==> config.mk <==
export PLATFORM = sky130hd
export DESIGN_NAME = byte_serializer
export DESIGN_NICKNAME = d
export VERILOG_FILES = /design/src/rtl/byte_serializer_pkg.sv /design/src/rtl/byte_serializer_ce_divider.sv /design/src/rtl/byte_serializer.sv
export SDC_FILE = /design/constraint.sdc
export NUM_CORES = 1
export LEC_CHECK = 0
export BUFFER_PORTS_ARGS = -buffer_cell sky130_fd_sc_hd__buf_4
export CORE_MARGIN = 4
export CORE_UTILIZATION = 40
export CTS_BUF_LIST = sky130_fd_sc_hd__clkbuf_8
export CTS_CLUSTER_SIZE = 8
export DETAILED_ROUTE_END_ITERATION = 8
export SKIP_CTS_REPAIR_TIMING = 1
export SYNTH_ARGS = -nofsm -noshare
export SYNTH_HDL_FRONTEND = slang
export SYNTH_HIERARCHICAL = 1
export SYNTH_SLANG_ARGS = --single-unit
export TNS_END_PERCENT = 5
==> constraint.sdc <==
create_clock -name i_clk -period 2.4 [get_ports i_clk]
set_clock_uncertainty 0.15 [all_clocks]
set_input_delay 0 -clock i_clk [delete_from_list [all_inputs] [get_ports i_clk]]
set_output_delay 0 -clock i_clk [all_outputs]
set_load 0.05 [all_outputs]
==> src/rtl/byte_serializer_pkg.sv <==
// Shared constants for the byte serializer: FSM encoding and default geometry.
package byte_serializer_pkg;

   typedef enum logic {
      ST_IDLE  = 1'b0,
      ST_SHIFT = 1'b1
   } state_t;

   localparam int DEF_WIDTH  = 8;
   localparam int DEF_CE_DIV = 4;

endpackage

==> src/rtl/byte_serializer_ce_divider.sv <==
// Clock-enable divider: o_tick is high in the cycle whose closing edge takes the count to 0.
// Runs from i_load until i_reset; reload to DIV-1 on reaching 0, never wraps.
module ce_divider
   import byte_serializer_pkg::*;
#(
   parameter int DIV = DEF_CE_DIV
) (
   input  logic i_clk,
   input  logic i_reset,
   input  logic i_load,
   output logic o_tick
);

   localparam int               CW     = $clog2(DIV + 1);
   localparam logic [CW-1:0]    RELOAD = CW'(DIV - 1);

   logic [CW-1:0] cnt;
   logic [CW-1:0] cnt_nxt;
   logic          run;
   logic          run_nxt;

   // The tick is decoded from the next count so a registered consumer lines up with the zero.
   always_comb begin
      run_nxt = run | i_load;
      cnt_nxt = '0;
      if (i_load) begin
         cnt_nxt = RELOAD;
      end else if (run) begin
         cnt_nxt = (cnt == '0) ? RELOAD : cnt - 1'b1;
      end
      o_tick = run_nxt && (cnt_nxt == '0);
   end

   always_ff @(posedge i_clk) begin
      if (i_reset) begin
         cnt <= '0;
         run <= 1'b0;
      end else begin
         cnt <= cnt_nxt;
         run <= run_nxt;
      end
   end

endmodule

==> src/rtl/byte_serializer.sv <==
// Parallel-to-serial shifter: one word per accept, one bit per divider tick, all outputs registered.
// i_stb is ignored while o_busy; o_done pulses alongside the final o_ce.
module byte_serializer
   import byte_serializer_pkg::*;
#(
   parameter int WIDTH     = DEF_WIDTH,
   parameter int CE_DIV    = DEF_CE_DIV,
   parameter int LSB_FIRST = 0
) (
   input  logic             i_clk,
   input  logic             i_reset,
   input  logic             i_stb,
   input  logic [WIDTH-1:0] i_word,
   output logic             o_busy,
   output logic             o_ce,
   output logic             o_data,
   output logic             o_done
);

   localparam int BW = $clog2(WIDTH + 1);
   localparam int IW = (WIDTH > 1) ? $clog2(WIDTH) : 1;

   state_t           state;
   state_t           state_nxt;
   logic [WIDTH-1:0] word_q;
   logic [WIDTH-1:0] word_nxt;
   logic [BW-1:0]    bit_cnt;
   logic [BW-1:0]    bit_cnt_nxt;
   logic [BW-1:0]    cur_cnt;
   logic [WIDTH-1:0] src_word;
   logic [IW-1:0]    idx;
   logic             sel_bit;
   logic             accept;
   logic             tick;
   logic             stop;
   logic             div_reset;
   logic             busy_nxt;
   logic             ce_nxt;
   logic             data_nxt;
   logic             done_nxt;

   always_comb begin
      accept = (state == ST_IDLE) && i_stb;
   end

   ce_divider #(
      .DIV (CE_DIV)
   ) u_div (
      .i_clk   (i_clk),
      .i_reset (div_reset),
      .i_load  (accept),
      .o_tick  (tick)
   );

   // With CE_DIV=1 the first bit leaves on the accept edge, so read straight from i_word then.
   always_comb begin
      cur_cnt   = accept ? '0 : bit_cnt;
      src_word  = accept ? i_word : word_q;
      idx       = (LSB_FIRST != 0) ? cur_cnt[IW-1:0] : IW'(WIDTH - 1) - cur_cnt[IW-1:0];
      sel_bit   = src_word[idx];
      stop      = tick && (cur_cnt == BW'(WIDTH - 1));
      div_reset = i_reset | stop;

      state_nxt   = state;
      word_nxt    = word_q;
      bit_cnt_nxt = tick ? cur_cnt + 1'b1 : cur_cnt;
      case (state)
         ST_IDLE: begin
            if (accept) begin
               state_nxt = ST_SHIFT;
               word_nxt  = i_word;
            end
         end
         ST_SHIFT: begin
            if (bit_cnt == BW'(WIDTH)) begin
               state_nxt = ST_IDLE;
            end
         end
         default: state_nxt = ST_IDLE;
      endcase
      if (state_nxt == ST_IDLE) begin
         bit_cnt_nxt = '0;
      end

      busy_nxt = (state_nxt == ST_SHIFT);
      ce_nxt   = tick;
      done_nxt = stop;
      data_nxt = o_data;
      if (state_nxt == ST_IDLE) begin
         data_nxt = 1'b0;
      end else if (tick) begin
         data_nxt = sel_bit;
      end
   end

   always_ff @(posedge i_clk) begin
      if (i_reset) begin
         state   <= ST_IDLE;
         word_q  <= '0;
         bit_cnt <= '0;
         o_busy  <= 1'b0;
         o_ce    <= 1'b0;
         o_data  <= 1'b0;
         o_done  <= 1'b0;
      end else begin
         state   <= state_nxt;
         word_q  <= word_nxt;
         bit_cnt <= bit_cnt_nxt;
         o_busy  <= busy_nxt;
         o_ce    <= ce_nxt;
         o_data  <= data_nxt;
         o_done  <= done_nxt;
      end
   end

`ifdef FORMAL
   a_ce_needs_busy : assert property (@(posedge i_clk) disable iff (i_reset) o_ce |-> o_busy);
   a_done_with_ce  : assert property (@(posedge i_clk) disable iff (i_reset) o_done |-> o_ce);
   a_done_count    : assert property (@(posedge i_clk) disable iff (i_reset) o_done |-> bit_cnt == BW'(WIDTH));
   a_count_bound   : assert property (@(posedge i_clk) bit_cnt <= BW'(WIDTH));
   a_exit_on_done  : assert property (@(posedge i_clk)
                                      ($fell(o_busy) && !$past(i_reset)) |-> $past(o_done));
`endif

endmodule

-- Word level (Yosys, flattened, before mapping)
Index checks and enable logic that the tools add are counted.
- flip-flop bits (word level): 20
- input port bits: 11
- word-level logic and storage cells: 35
- output and inout bits: 4
- $lt $le $gt $ge: 1
- reductions and logical operators: 6
- equality and inequality tests: 2
- mux-type cells: 11
- bitwise logic cells: 4
- add/subtract/negate cells: 3
- operators with widths (kind ; count):
    3-bit two-way mux ; 3
    4-bit two-way mux ; 2
    8-bit two-way mux ; 1
    3-bit zero test ; 2
    4-bit by 1-bit adder with 4-bit output (second input constant) ; 1
    4-bit by 3-bit equality test with 1-bit output (second input constant) ; 1
    4-bit equality test (second input constant) ; 1
    3-bit by 4-bit less-than comparator with 1-bit output (second input constant) ; 1
    1-bit binary-select mux with 3-bit select ; 1
    1-bit logical AND ; 3
    1-bit two-way mux ; 3
    3-bit by 1-bit subtractor with 3-bit output (second input constant) ; 1
    3-bit subtractor (first input constant) ; 1
    1-bit NOT ; 2
    1-bit OR ; 2
    1-bit case mux with 2 select lines ; 1
    2-bit OR reduction ; 1

-- Depth between registers and ports, before layout
Gate-level depths: netlist of run 1.
- word-level depth: 8
- depth in mapped cells: 10
- depth with buffers taken out: 9

-- By module
The synthesis of run 1 kept the hierarchy.
- by module, submodules not included (module ; area an instance (µm²) ; instances ; sequential area each (µm²) ; cells each):
    byte_serializer ; 716.9 ; 1 ; 320.3 ; 80
    ce_divider ; 202.7 ; 1 ; 80.1 ; 22

-- Worst setup path before layout of run 1
No wires, ideal clock.
- kind: register -> register
- from: reg state
- to: reg u_div.cnt[1]
- setup slack: -0.236 ns
- clock period less this slack: 2.636 ns
- buffers on the path: 2
- required time: 2.115 ns
- data arrival time: 2.351 ns
- cell stages (with the launch flop): 11
- setup time: 0.135 ns
- cell sequence: dfxtp_1 -> nand2b_2 -> inv_1 -> buf_2 -> nand2b_1 -> nor4b_2 -> buf_6 -> nand2_1 -> o31ai_1 -> nand2b_1 -> o22ai_1
- word-level cells in the longest chain between the ends: 7
- elaborated cells between the ends (all ways): 10
- classes of those cells: 1 x eq/ne; 2 x mux; 3 x bitwise; 4 x reduce/logical
- ends and longest elaborated chain (element ; line ; source):
    start, declared ; byte_serializer.sv:23 ; state_t state;
    start signal, assigned ; byte_serializer.sv:106 ; state <= state_nxt;
    1-bit NOT * ; n/a ;
    1-bit logical AND * ; byte_serializer.sv:43 ; accept = (state == ST_IDLE) && i_stb;
    via accept ; byte_serializer.sv:33 ; logic accept;
    3-bit two-way mux ; byte_serializer_ce_divider.sv:26 ; if (i_load) begin
    3-bit zero test ; byte_serializer_ce_divider.sv:31 ; o_tick = run_nxt && (cnt_nxt == '0);
    1-bit logical AND * ; byte_serializer_ce_divider.sv:31 ;
    via ce_nxt ; byte_serializer.sv:38 ; logic ce_nxt;
    1-bit logical AND * ; byte_serializer.sv:61 ; stop = tick && (cur_cnt == BW'(WIDTH - 1));
    1-bit OR * ; byte_serializer.sv:62 ; div_reset = i_reset | stop;
    via div_reset ; byte_serializer.sv:36 ; logic div_reset;
    end signal, assigned ; byte_serializer_ce_divider.sv:39 ; cnt <= cnt_nxt;
    end, declared ; byte_serializer_ce_divider.sv:17 ; logic [CW-1:0] cnt;
The timed path passes the listed nets; every way through them passes the cells marked *.
A chain may end at the register's enable or synchronous reset.

-- Worst setup path in the final report of run 1
- from: reg u_div.cnt[0]
- to: reg o_data
- word-level cells in the longest chain between the ends: 6
- elaborated cells between the ends (all ways): 7
- classes of those cells: 1 x add/sub; 3 x mux; 3 x reduce/logical
- ends and longest elaborated chain (element ; line ; source):
    3-bit by 1-bit subtractor with 3-bit output or 3-bit zero test (tied branches) ; byte_serializer_ce_divider.sv:29 ; cnt_nxt = (cnt == '0) ? RELOAD : cnt - 1'b1;
    3-bit two-way mux * ; byte_serializer_ce_divider.sv:29 ;
    3-bit two-way mux * ; byte_serializer_ce_divider.sv:28 ; end else if (run) begin
    3-bit two-way mux * ; byte_serializer_ce_divider.sv:26 ;
    3-bit zero test * ; byte_serializer_ce_divider.sv:31 ;
    1-bit logical AND * ; byte_serializer_ce_divider.sv:31 ;
    via ce_nxt ; byte_serializer.sv:38 ;
    end signal, assigned ; byte_serializer.sv:111 ; o_data <= data_nxt;
    end, declared ; byte_serializer.sv:16 ; output logic o_data,
Marks and branches as above.

==> results.sh, run 1 <==
export IMPL_syn2layout_area_growth_pct=38.9
export IMPL_grt_pass1_vias=747
export IMPL_rsz0062_at_grt="false"
export IMPL_synth_commonest_cells="20 x dfxtp_1, 19 x nand2_1, 9 x a21oi_1, 9 x inv_1, 5 x nor2_1"
export IMPL_synth_top_area_share_pct=43.5
export IMPL_critPathRequiredTime_ps=2400
export IMPL_cp_arrival_ps=2240
export IMPL_final_nets=151
export IMPL_gr_usage_all_layers_pct=12.9
export IMPL_slew_viol_final=0
export IMPL_place_area_um2=1050
export IMPL_die_h_um=56.0
export IMPL_min_period_ps=2240
export IMPL_syn_inst=102
export IMPL_diodes=0
export IMPL_synth_top_area_cell="dfxtp_1"
export IMPL_worstSetupStartpointType="flop"
export IMPL_total_power_mw=0.727
export IMPL_slowest_delay_ps=330
export IMPL_hold_path_class="in2reg"
export IMPL_worst_pin_slew_ps=274
export IMPL_fin_area_um2=1280
export IMPL_report_final_hold_viol_count=0
export IMPL_portBuffers=14
export IMPL_hpwl_um=1320
export IMPL_drive_gt1_share_pct=22.2
export IMPL_cts_max_level=1
export IMPL_place_gp_congestion=0.702
export IMPL_synthArstFlopShare_pct=0
export IMPL_synth_area_top_cells="dfxtp_1 44%, nand2_1 7.8%, ha_1 5.4%"
export IMPL_finalSetupViolCount=0
export IMPL_initial_core_util_pct=42.0
export IMPL_post_place_ws_ps=157
export IMPL_postRouteAntennaNets=0
export IMPL_yosys_warnings=6
export IMPL_drcViolationCount=0
export IMPL_drt_initial_drc_count=20
export IMPL_tritoncts="done"
export IMPL_crit_top_cell="ha_1"
export IMPL_cts_sinks=20
export IMPL_synthFlopType="dfxtp_1"
export IMPL_outcome="completed"
export IMPL_clock_latency_ps=260
export IMPL_die_area_um2=3130
export IMPL_slew_headroom_pct=81.7
export IMPL_drv_cap=0
export IMPL_finalSetupTns_ps=0
export IMPL_fin_crit_sh_pct=93.3
export IMPL_seq_area_frac_synth_pct=43.5
export IMPL_worst_path_max_fanout=4
export IMPL_syn_num_nets=117
export IMPL_syn_area_per_cell_um2=9.02
export IMPL_end_kind="flop"
export IMPL_antenna_found_initial=0
export IMPL_post_drt_wl_per_cell_um=12.4
export IMPL_fp_dieW_um=56.0
export IMPL_vdd_drop_max_v=0.000278
export IMPL_num_rows=17
export IMPL_grt_ovfl_total=0
export IMPL_post_drt_via_cell_ratio=4.83
export IMPL_drt_total_wl_um=2020
export IMPL_cpLargestDelayFamily="simple AND/OR/NAND/NOR gates"
export IMPL_drtPass1Iterations=4
export IMPL_synth_area_um2=920
export IMPL_vias=788
export IMPL_synth_seq_cells=20
export IMPL_grt_pass1_wl_um=3190
export IMPL_crit_type="reg2reg"
export IMPL_synthMostInstantiatedCell="dfxtp_1"
export IMPL_crit_chain="inv_1 > ha_1 > ha_1 > nor2b_1 > nor4b_4 > and2b_2 > a2111oi_2 > nor3_1"
export IMPL_cts_made_buffers=3
export IMPL_cts_clk_slew_worst_paths_ps=80
export IMPL_synth_edf_count=0
export IMPL_io_pins=15
export IMPL_critical_path_slowest_cell="dfxtp_1"
export IMPL_clockBufferDepth=2
export IMPL_max_freq_mhz=447
export IMPL_power_density_nw_per_um2=569
export IMPL_fp_coreArea_um2=2190
export IMPL_crit_buf_inv=1
export IMPL_root_buffer="clkbuf_8"
export IMPL_leakagePower_nw=0.534
export IMPL_grt_max_degree=16
export IMPL_ys_types=32
export IMPL_final_setup_worst_slack_ps=162
-- worst register-to-register path: stages, from the launching register on --
cell and delay [ps]:
dfxtp_1 330, inv_1 80, ha_1 220, ha_1 200
nor2b_1 180, nor4b_4 290, and2b_2 270, a2111oi_2 330
nor3_1 70
-- routing by layer --
metal  GRT usage, %  routed length, um  up-vias
met5              0                  0        -
met4           7.80                 44        0
met3           3.71                 72        5
met2           20.4                980       13
met1           15.3                921      361
li1               -                  -      409
-- through the flow --
step           cells  utilization [%]  hold WS, ps
6_report         163             58.3         84.1
2_1_floorplan    102                -        -78.4
3_5_place_dp     143             48.1          109
5_1_grt          163             58.3         99.0
4_1_cts          147             50.6         -169
3_3_place_gp     143             48.1         97.6
-- state kept, by name (all words and copies together), names as in the netlist --
name,cells
word_q,8
bit_cnt,4
u_div/cnt,3
o_ce,1
o_data,1
o_done,1
state,1
u_div/run,1
-- cells by family (layout without fill, tap and decap cells) --
| family | after synthesis | after routing | synth area share, % |
|---|---|---|---|
| DFF | 20 | 20 | 43.5 |
| and+or+nand+nor | 41 | 41 | 23.1 |
| muxes | 3 | 3 | 4.63 |
| xor gates and xnor gates | 3 | 3 | 2.86 |
| AOI/OAI and AO/OA | 17 | 17 | 12.1 |
| buffers and inverters | 14 | 47 | 8.30 |
| adders and majority gates | 4 | 4 | 5.44 |
-- power by group --
| part | internal (mW) | switching, mW |
|---|---|---|
| clock network | 0.146 | 0.115 |
| registers | 0.347 | 0.00769 |
| logic | 0.0588 | 0.0533 |
-- placed cells by master (no fill, tap or decap), drive strengths merged --
| master | n |
|---|---|
| a2111oi | 1 |
| a211oi | 1 |
| a21o | 1 |
| a21oi | 9 |
| a31oi | 1 |
| and2 | 2 |
| and2b | 1 |
| buf | 18 |
| clkbuf | 4 |
| dfxtp | 20 |
| dlygate4sd3 | 16 |
| ha | 4 |
| inv | 9 |
| mux2i | 2 |
| mux4 | 1 |
| nand2 | 19 |
| nand2b | 4 |
| nand4 | 2 |
| nand4b | 1 |
| nor2 | 5 |
| nor2b | 2 |
| nor3 | 2 |
| nor3b | 1 |
| nor4 | 1 |
| nor4b | 1 |
| o21a | 1 |
| o22ai | 1 |
| o31ai | 1 |
| o41ai | 1 |
| xnor2 | 3 |
-- path summary, 6_finish.rpt --
kind	start	to	slack, ps	cells after the start
worst max-delay path	u_div/cnt[0]	o_data	160	8
worst min-delay path	i_stb	u_div/cnt[2]	80	5
worst max register to register	u_div/cnt[0]	o_data	160	8
worst min register to register	u_div/cnt[0]	u_div/cnt[0]	300	1
-- cell type report --
| cell class | instances | area, um^2 |
|---|---|---|
| timing repair buffer | 34 | 295 |
| fill | 211 | 913 |
| inverter | 9 | 33.8 |
| sequential | 20 | 402 |
| multi-input combinational | 68 | 457 |
| clock buffer | 4 | 55.1 |
| tap | 28 | 35.0 |
Note: power is estimated with default switching activity, not from simulation.
==> run 2: changes to the inputs <==
--- a/config.mk
+++ b/config.mk
@@ -7,7 +7,7 @@
 export LEC_CHECK = 0
 export BUFFER_PORTS_ARGS = -buffer_cell sky130_fd_sc_hd__buf_4
 export CORE_MARGIN = 4
-export CORE_UTILIZATION = 40
+export CORE_UTILIZATION = 36
 export CTS_BUF_LIST = sky130_fd_sc_hd__clkbuf_8
 export CTS_CLUSTER_SIZE = 8
 export DETAILED_ROUTE_END_ITERATION = 8
==> results.sh, run 2 (synthesis gave the netlist of run 1 again) <==
export IMPL_place_area_um2=1050
export IMPL_final_nets=152
export IMPL_clock_latency_ps=250
export IMPL_hpwl_um=1270
export IMPL_grt_max_degree=16
export IMPL_die_h_um=58.5
export IMPL_startpoint="u_div/cnt[0]"
export IMPL_finish_utilization_pct=52.4
export IMPL_syn2layout_area_growth_pct=40.0
export IMPL_grt_ovfl_total=0
export IMPL_seq_area_um2=402
export IMPL_tritoncts="done"
export IMPL_fp_coreArea_um2=2450
export IMPL_critPathRequiredTime_ps=2390
export IMPL_cts_made_buffers=3
export IMPL_portBuffers=14
export IMPL_finalSetupViolCount=0
export IMPL_dp_cells=144
export IMPL_clockBufferDepth=2
export IMPL_root_buffer="clkbuf_8"
export IMPL_fp_dieW_um=58.5
export IMPL_critical_path_slowest_cell="dfxtp_1"
export IMPL_cts_max_level=1
export IMPL_cts_clk_slew_worst_paths_ps=70
export IMPL_io_pins=15
export IMPL_cpLargestDelayFamily="simple AND/OR/NAND/NOR gates"
export IMPL_fillers=220
export IMPL_worstReg2RegStart="u_div/cnt[0]"
export IMPL_place_gp_congestion=0.771
export IMPL_drcViolationCount=0
export IMPL_total_power_mw=0.680
export IMPL_largest_reg_flops=8
export IMPL_diodes=0
export IMPL_slew_viol_final=0
export IMPL_worstSetupStartpointType="flop"
export IMPL_post_drt_via_cell_ratio=4.78
export IMPL_multi_input_area_um2=468
export IMPL_initial_core_util_pct=37.5
export IMPL_stdcell_count=165
export IMPL_outcome="completed"
export IMPL_slowest_delay_ps=330
export IMPL_antenna_found_initial=0
export IMPL_crit_type="reg2reg"
export IMPL_crit_buf_inv=1
export IMPL_crit_top_cell="ha_1"
export IMPL_worst_path_max_fanout=5
export IMPL_end_kind="flop"
export IMPL_crit_chain="inv_1 > ha_1 > ha_1 > nor2b_2 > nor4b_4 > nand2_1 > o31ai_4 > nand2b_1 > o22ai_1"
export IMPL_final_cell_mix="19 x nand2_1, 19 x dfxtp_1, 18 x buf_4, 17 x dlygate4sd3_1"
export IMPL_leakagePower_nw=0.536
export IMPL_drt_initial_drc_count=22
export IMPL_post_place_ws_ps=68.8
export IMPL_hold_start="i_stb"
export IMPL_post_drt_wl_per_cell_um=11.6
export IMPL_drive_gt1_share_pct=22.2
export IMPL_drv_cap=0
export IMPL_cts_sinks=20
export IMPL_slew_headroom_pct=77.7
export IMPL_report_final_hold_viol_count=0
export IMPL_power_density_nw_per_um2=528
export IMPL_drt_total_wl_um=1910
export IMPL_fin_area_um2=1290
export IMPL_vias=788
export IMPL_final_setup_worst_slack_ps=184
export IMPL_drtPass1Iterations=4
export IMPL_largestRegisters="word_q x8, bit_cnt x4, u_div/cnt x3"
export IMPL_hold_path_class="in2reg"
export IMPL_grt_pass1_wl_um=2990
export IMPL_fin_crit_sh_pct=92.3
export IMPL_max_freq_mhz=451
export IMPL_regMostFlops="word_q"
export IMPL_gr_usage_all_layers_pct=11.3
export IMPL_grt_pass1_vias=668
export IMPL_min_period_ps=2220
export IMPL_cp_arrival_ps=2200
export IMPL_die_area_um2=3430
export IMPL_num_rows=18
export IMPL_postRouteAntennaNets=0
export IMPL_vdd_drop_max_v=0.000571
export IMPL_worst_pin_slew_ps=332
-- run 2: report_power, final --
group / switching [mW] / internal (mW)
Clock: 0.101 / 0.112
Combinational: 0.0529 / 0.0602
Sequential: 0.00758 / 0.347
Total: 0.162 / 0.519
-- run 2: per-layer routing --
metal / share of wire (%) / vias to the layer above / GRT usage, % / wire [um]
met5: 0 / - / 0 / 0
met4: 0.89 / 0 / 2.98 / 17
met3: 6.5 / 2 / 3.29 / 124
met2: 47 / 25 / 17.4 / 903
met1: 45 / 355 / 15.5 / 865
li1: - / 406 / - / -
-- run 2: stage by stage --
step                setup TNS [ps]  hold WS, ps
CTS                              0         -165
floorplan                        0        -78.4
global route                 -23.3         97.4
detailed placement               0          108
finish                           0         90.4
global placement                 0         97.5
-- run 2: path summary, 6_finish.rpt --
kind                        to  slack [ps]  depth (start not counted)
setup / recovery  u_div/cnt[1]         180                          9
hold / removal    u_div/cnt[2]          90                          5
setup reg to reg  u_div/cnt[1]         180                          9
hold reg to reg   u_div/cnt[0]         290                          1
-- run 2: worst reg2reg max path, stage by stage, from the launching register on --
cell and delay [ps]:
dfxtp_1 330, inv_1 80, ha_1 220, ha_1 210
nor2b_2 150, nor4b_4 280, nand2_1 190, o31ai_4 280
nand2b_1 160, o22ai_1 60
-- run 2: final cells by class --
cell class              count  share of cell area [%]
clock buffers               3                    3.21
inverters                   9                    2.62
well taps                  30                    2.92
flip-flops and latches     20                    31.2
multi-input cells          68                    36.3
repair buffers             35                    23.7
==> run 3: changes to the inputs <==
==> constraint.sdc (replaced) <==
create_clock -name i_clk -period 1.81 [get_ports i_clk]
set_clock_uncertainty 0.15 [all_clocks]
set_input_delay 0 -clock i_clk [delete_from_list [all_inputs] [get_ports i_clk]]
set_output_delay 0 -clock i_clk [all_outputs]
set_load 0.05 [all_outputs]
==> results.sh, run 3 (synthesis gave the netlist of run 1 again) <==
export IMPL_outcome="complete, but fails checks"
export IMPL_failed_checks="setup timing"
export IMPL_diodes=0
export IMPL_fp_coreArea_um2=2450
export IMPL_antenna_found_initial=0
export IMPL_r2r_slack_ps=-120
export IMPL_clockBufferDepth=2
export IMPL_cts_clk_slew_worst_paths_ps=70
export IMPL_place_area_um2=1120
export IMPL_initial_core_util_pct=37.5
export IMPL_gr_usage_all_layers_pct=12.5
export IMPL_die_area_um2=3430
export IMPL_drive_gt1_share_pct=34.0
export IMPL_grt_ovfl_total=0
export IMPL_worst_pin_slew_ps=297
export IMPL_drt_initial_drc_count=19
export IMPL_fp_dieW_um=58.5
export IMPL_num_rows=18
export IMPL_clock_latency_ps=260
export IMPL_postRouteAntennaNets=0
export IMPL_slew_viol_final=0
export IMPL_tritoncts="done"
export IMPL_cts_sinks=20
export IMPL_vias=801
export IMPL_min_period_ps=1930
export IMPL_mostFrequentLayoutCell="buf_4"
export IMPL_largestRegisters="word_q x8, bit_cnt x4, u_div/cnt x3"
export IMPL_stdcell_count=171
export IMPL_place_gp_congestion=0.758
export IMPL_slew_headroom_pct=80.1
export IMPL_largest_reg_flops=8
export IMPL_rsz0062_at_grt="true"
export IMPL_root_buffer="clkbuf_8"
export IMPL_finalSetupViolCount=7
export IMPL_worstSetupStartpointType="flop"
export IMPL_hpwl_um=1370
export IMPL_cp_arrival_ps=1930
export IMPL_vdd_drop_max_v=0.000739
export IMPL_grt_max_degree=16
export IMPL_regMostFlops="word_q"
export IMPL_hold_path_class="in2reg"
export IMPL_worst_path_max_fanout=4
export IMPL_portBuffers=14
export IMPL_drt_total_wl_um=2050
export IMPL_dp_cells=149
export IMPL_drtPass1Iterations=4
export IMPL_report_final_hold_viol_count=0
export IMPL_critPathRequiredTime_ps=1810
export IMPL_final_nets=157
export IMPL_cts_made_buffers=3
export IMPL_fin_crit_sh_pct=107
export IMPL_final_cell_mix="24 x buf_4, 18 x nand2_1, 18 x dfxtp_1, 15 x dlygate4sd3_1, 9 x a21oi_1"
export IMPL_crit_type="reg2reg"
export IMPL_grt_pass1_wl_um=3190
export IMPL_grt_pass1_vias=717
export IMPL_drv_cap=0
export IMPL_die_h_um=58.5
export IMPL_leakagePower_nw=0.582
export IMPL_fin_hold_ws_ps=17.0
export IMPL_end_kind="flop"
export IMPL_io_pins=15
export IMPL_final_setup_worst_slack_ps=-119
export IMPL_syn2layout_area_growth_pct=54.3
export IMPL_post_drt_via_cell_ratio=4.68
export IMPL_fin_area_um2=1420
export IMPL_drcViolationCount=0
export IMPL_total_power_mw=1.11
export IMPL_power_density_nw_per_um2=779
export IMPL_finalSetupTns_ps=-575
export IMPL_post_drt_wl_per_cell_um=12.0
export IMPL_max_freq_mhz=518
export IMPL_cts_max_level=1
-- run 3: through the flow --
stage | setup slack [ps] | util, %
after floorplan | -346 | -
after global placement | -249 | 45.6
after detailed placement | -345 | 45.6
after CTS | -363 | 48.5
after global routing | -261 | 57.8
final | -119 | 57.8
-- run 3: worst paths after layout --
| check | startpoint | to | cells after the start |
|---|---|---|---|
| max reg2reg | u_div/cnt[0] | u_div/cnt[1] | 9 |
| min reg2reg | u_div/cnt[0] | u_div/cnt[0] | 1 |
| max | u_div/cnt[0] | u_div/cnt[1] | 9 |
| min | i_stb | u_div/cnt[2] | 5 |
-- run 3: worst max-delay path, stage by stage, from the launching register on --
cell      delay [ps]
dfxtp_2          340
inv_2             50
ha_4             160
ha_4             150
nor2b_2          120
nor4b_4          290
nand2_2          120
o31ai_4          240
nand2b_1         140
o22ai_1           60
-- run 3: where the power goes --
part	internal (mW)	total, mW	leakage [nW]	switching, mW
clock	0.295	0.449	0.0357	0.154
combinational	0.106	0.186	0.382	0.0805
sequential	0.459	0.470	0.164	0.0108
-- run 3: metal layers --
layer / part of all wire, % / GRT usage [%] / up-vias
met5: 0 / 0 / -
met4: 1.9 / 4.97 / 0
met3: 3.9 / 3.95 / 6
met2: 54 / 23.0 / 15
met1: 40 / 13.0 / 365
li1: - / - / 415
-- run 3: area by class of cell --
class / instances / area (um^2)
clock buffers: 3 / 41.3
clock inverters: 1 / 30.0
fillers: 214 / 1040
inverters: 9 / 33.8
multi-input cells: 68 / 529
flip-flops and latches: 20 / 405
well taps: 30 / 37.5
repair buffers: 40 / 342
